$ cat src/rtl/game_state_ctrl.sv
// Game flow controller: debounced start/pause button, START/PLAY/PAUSE/GAME_OVER FSM,
// wave counter and final-score latch. Define GAMEOVER_AUTO_EXIT_EN for a timed GAME_OVER exit.
module game_state_ctrl #(
  parameter int DEBOUNCE_CYCLES = 270000,
  parameter int GAMEOVER_CYCLES = 81000000
) (
  input  logic        clk,
  input  logic        rst_n,
  input  logic [4:0]  buttons,
  input  logic [2:0]  game_status,
  input  logic [13:0] score,
  output logic [2:0]  game_state,
  output logic        start_pulse,
  output logic [7:0]  wave,
  output logic [13:0] last_score
);

  typedef enum logic [2:0] {
    S_START = 3'b000,
    S_PLAY  = 3'b001,
    S_PAUSE = 3'b010,
    S_OVER  = 3'b011
  } state_t;

  localparam int DBW = $clog2(DEBOUNCE_CYCLES + 1);

  state_t         state;
  logic [1:0]     sync;
  logic           db_level;
  logic [DBW-1:0] db_cnt;
  logic           press;
  logic           gs2_q;
  logic           timeout;
  logic           unused_in;

  assign unused_in  = ^{buttons[4:2], buttons[0], GAMEOVER_CYCLES[0]};
  assign game_state = state;

  // Level flips only after DEBOUNCE_CYCLES consecutive samples disagree with it.
  always_ff @(posedge clk) begin
    if (!rst_n) begin
      sync     <= 2'b00;
      db_level <= 1'b0;
      db_cnt   <= '0;
      press    <= 1'b0;
    end else begin
      sync  <= {sync[0], buttons[1]};
      press <= 1'b0;
      if (sync[1] == db_level) begin
        db_cnt <= '0;
      end else if (db_cnt == DBW'(DEBOUNCE_CYCLES - 1)) begin
        db_cnt   <= '0;
        db_level <= sync[1];
        press    <= sync[1];
      end else begin
        db_cnt <= db_cnt + 1'b1;
      end
    end
  end

`ifdef GAMEOVER_AUTO_EXIT_EN
  localparam int TW = $clog2(GAMEOVER_CYCLES + 1);
  logic [TW-1:0] go_timer;

  assign timeout = (go_timer == TW'(GAMEOVER_CYCLES - 1));

  // Held at zero outside GAME_OVER, so it starts from zero on every entry.
  always_ff @(posedge clk) begin
    if (!rst_n || state != S_OVER) go_timer <= '0;
    else                           go_timer <= go_timer + 1'b1;
  end
`else
  assign timeout = 1'b0;
`endif

  always_ff @(posedge clk) begin
    if (!rst_n) begin
      state       <= S_START;
      start_pulse <= 1'b0;
      wave        <= 8'd0;
      last_score  <= 14'd0;
      gs2_q       <= 1'b0;
    end else begin
      gs2_q       <= game_status[2];
      start_pulse <= 1'b0;
      unique case (state)
        S_START: if (press) begin
          state       <= S_PLAY;
          start_pulse <= 1'b1;
          wave        <= 8'd1;
        end
        // Collision wins over both the button and a wave-clear edge.
        S_PLAY: if (|game_status[1:0]) begin
          state      <= S_OVER;
          last_score <= score;
        end else begin
          if (press) state <= S_PAUSE;
          if (game_status[2] && !gs2_q && wave != 8'hFF) wave <= wave + 8'd1;
        end
        S_PAUSE: if (press) state <= S_PLAY;
        S_OVER:  if (press || timeout) state <= S_START;
        default: state <= S_START;
      endcase
    end
  end

endmodule
$ cat config.mk
export PLATFORM = sky130hd
export DESIGN_NAME = game_state_ctrl
export DESIGN_NICKNAME = d
export VERILOG_FILES = /design/src/rtl/game_state_ctrl.sv
export SDC_FILE = /design/constraint.sdc
export NUM_CORES = 1
export LEC_CHECK = 0
export CAP_MARGIN = 20
export CELL_PAD_IN_SITES_DETAIL_PLACEMENT = 1
export CELL_PAD_IN_SITES_GLOBAL_PLACEMENT = 1
export CORE_MARGIN = 2
export CORE_UTILIZATION = 36
export CTS_CLUSTER_DIAMETER = 120
export DETAILED_ROUTE_END_ITERATION = 12
export GPL_ROUTABILITY_DRIVEN = 0
export HOLD_SLACK_MARGIN = 0.05
export PLACE_DENSITY_LB_ADDON = 0.1
export SKIP_LAST_GASP = 1
export SLEW_MARGIN = 30
export SYNTH_ARGS = -nofsm -noshare
export SYNTH_HDL_FRONTEND = slang
export SYNTH_SLANG_ARGS = --single-unit
$ cat constraint.sdc
create_clock -name clk -period 2.63 [get_ports clk]
set_clock_uncertainty 0.15 [all_clocks]
set_input_delay 0.263 -clock clk [delete_from_list [all_inputs] [get_ports clk]]
set_output_delay 0.263 -clock clk [all_outputs]
set_load 0.05 [all_outputs]
==> impl_metrics.toml <==
[status]
status = "finished, final reports clean"

[synthesis]
syn_area_per_cell_um2 = 8.59
synth_area_um2 = 2070
netlist_instances = 241
async_reset_ff_share_pct = 0
yosysUniqueCellTypes = 39
yosysSeqAreaShare_pct = 47.4
synth_flop_cell = "dfxtp_1"
yosys_warnings = 0
synth_edf_count = 0
syn-num-nets = 267
ys_seq_elements = 49

[pwr]
seq_power_share_pct = 58.4
p_per_area_nw_per_um2 = 475
clockPowerShare_pct = 37.5
p_leak_nw = 0.855
power.internal_mw = 1.01
power.switching_mw = 0.263
swShare_pct = 20.6
ir_worst_vdd_mv = 0.206
total_power_mw = 1.28
combPwrFrac_pct = 4.1

[setup_path]
r2r_slack_ns = 0.53
r2r_start = "db_cnt[0]"
worstSetupPathType = "flop to flop"
timing.rr.end = "db_cnt[4]"
crit_required_ns = 2.65
crit_start = "db_cnt[0]"
crit_arrival_ns = 2.12
endpoint_kind = "flop"
path_max_fanout = 17
start_kind = "flop"
r2r_cells = 5

[clocking]
cts-root-buf = "clkbuf_8"
hold_buffers = 0
cts.clk_slew.worst_paths_ns = 0.09
cts_tree = "done"
worstSkewPairLatency_ns = 0.29
clkSinkCount = 49
postCtsResizedCells = 0
cts_buffers = 5
htree_num_levels = 2
clockBufferDepth = 2
cts_setup_buffers = 0

[cells_and_area]
drive_gt1_share_pct = 7.64
final_cells = 360
nets = 313
mostFrequentLayoutCell = "dfxtp_1"
antennaDiodeCount = 0
syn_to_final_growth_pct = 29.8
fin_area_um2 = 2690
mostFrequentLayoutCells = "dfxtp_1, clkdlybuf4s50_1, nand2_1, nor2_1, a21oi_1"

[route]
drt_wl_total_um = 4910
drc = 0
viasPerCell = 5.08
vias = 1830
dr.pass1.iters = 4
drtIter0Drc = 46
avgRoutedWirePerCell_um = 13.6
final_antenna_net_count = 0

[floorplan]
die_area_um2 = 6370
core-area_um2 = 5540
die_h_um = 79.8
ios = 50
num_rows = 27
die_x_um = 79.8
start_util_pct = 37.4

[timing]
grt_setup_unrepaired = "no"
relSlewSlack_pct = 60.5
hold_violations = 0
fin_setup_tns_ns = 0
max_freq_mhz = 477
finalSetupViolations = 0
holdWs_ns = 0.297
min_period_ns = 2.10
drv_slew = 0
finalCritPeriodShare_pct = 79.7
tightest_slew_ns = 0.592

[placed_design]
io_buffers = 44
dp.cells = 352
dp_hpwl_um = 3540
postPlaceCellArea_um2 = 2580

[global_route]
grt_max_degree = 20
grt_pass1_wl_um = 8340
grt_usage_pct = 16.3
antenna_found_initial = 0
grt_overflow_total = 0
grt_pass1_vias = 1855

[worst_hold_path]
whs_endpoint = "sync[1]"
min_path_cells = 1
min_from = "sync[0]"
hp-class = "flop to flop"

[flow_run]
maxCapViolations = 0
[metrics by stage]
stage	utilization, %	setup WS (ns)
finish	48.5	0.533
global route	48.5	0.374
CTS	48.5	0.490
detailed placement	46.7	0.521
global placement	46.7	0.555
floorplan	-	0.623
[registers in the layout (all words and copies together), names as in the netlist]
register     count
game_state       2
start_pulse      1
press            1
gs2_q            1
sync             2
db_cnt          19
last_score      14
db_level         1
wave             8
[logic make-up (layout without fill, tap and decap cells)]
kind of cell | count (synthesis) | after routing | share of synthesized area, %
AND/OR/NAND/NOR | 114 | 114 | 27.6
AO/OA/AOI/OAI | 41 | 41 | 12.4
buffers and inverters | 16 | 63 | 3.45
XOR/XNOR | 17 | 17 | 7.19
adder cells (fa/ha/maj) | 2 | 2 | 1.21
flip-flops | 49 | 49 | 47.4
multiplexers | 1 | 1 | 0.544
other | 1 | 1 | 0.181
[cell usage after synthesis (2+ instances only)]
master	number	area share, %
nor4_1	7	2.1
a21oi_1	17	4.1
dfxtp_1	49	47
and2_1	4	1.2
nor3_1	4	0.97
clkbuf_1	7	1.3
and3_1	2	0.60
o21ai_0	3	0.73
nand4_1	8	2.4
inv_1	7	1.3
nor3b_1	3	1.1
nor2_1	28	5.1
nand2_1	38	6.9
o211ai_1	3	1.1
a31o_2	2	0.85
xnor2_1	16	6.8
ha_1	2	1.2
a31oi_1	10	3.0
nand3_1	11	2.7
[area by class of cell]
class                      count  area (µm²)
clock buffer                   7        96.3
sequential                    49         981
inverter                       7        26.3
timing repair buffer          48         470
tap                           72        90.1
fill                         659        2850
multi-input combinational    176        1020
clock inverter                 1        5.00
[worst max-delay path, cell delays in order, from the launching register on]
cell     delay, ns
dfxtp_1       0.38
ha_1          0.28
nand4_4       0.18
or4_4         0.48
o21ai_4       0.40
nor2_1        0.10
[power groups by stage]
stage | clock, mW | sequential [mW] | combinational [mW]
2_1_floorplan | 0 | 0.763 | 0.0187
3_3_place_gp | 0 | 0.763 | 0.0533
3_5_place_dp | 0 | 0.763 | 0.0533
4_1_cts | 0.501 | 0.745 | 0.0538
5_1_grt | 0.534 | 0.746 | 0.0576
6_report | 0.478 | 0.745 | 0.0525
[how the worst max path moves through the flow]
stage / cells past startpoint / end / slack, ns
floorplan: 6 / wave[1] / 0.62
global placement: 5 / db_cnt[12] / 0.56
detailed placement: 5 / db_cnt[3] / 0.52
CTS: 5 / db_cnt[8] / 0.49
global route: 5 / db_cnt[13] / 0.37
finish: 5 / db_cnt[4] / 0.53
[routing by layer]
metal	routed length [µm]	up-vias	global-route usage, %
li1	-	925	-
met1	2270	867	19.6
met2	2380	34	28.0
met3	209	4	3.17
met4	53	0	7.63
met5	0	-	0
(Power assumes the default switching activity.)
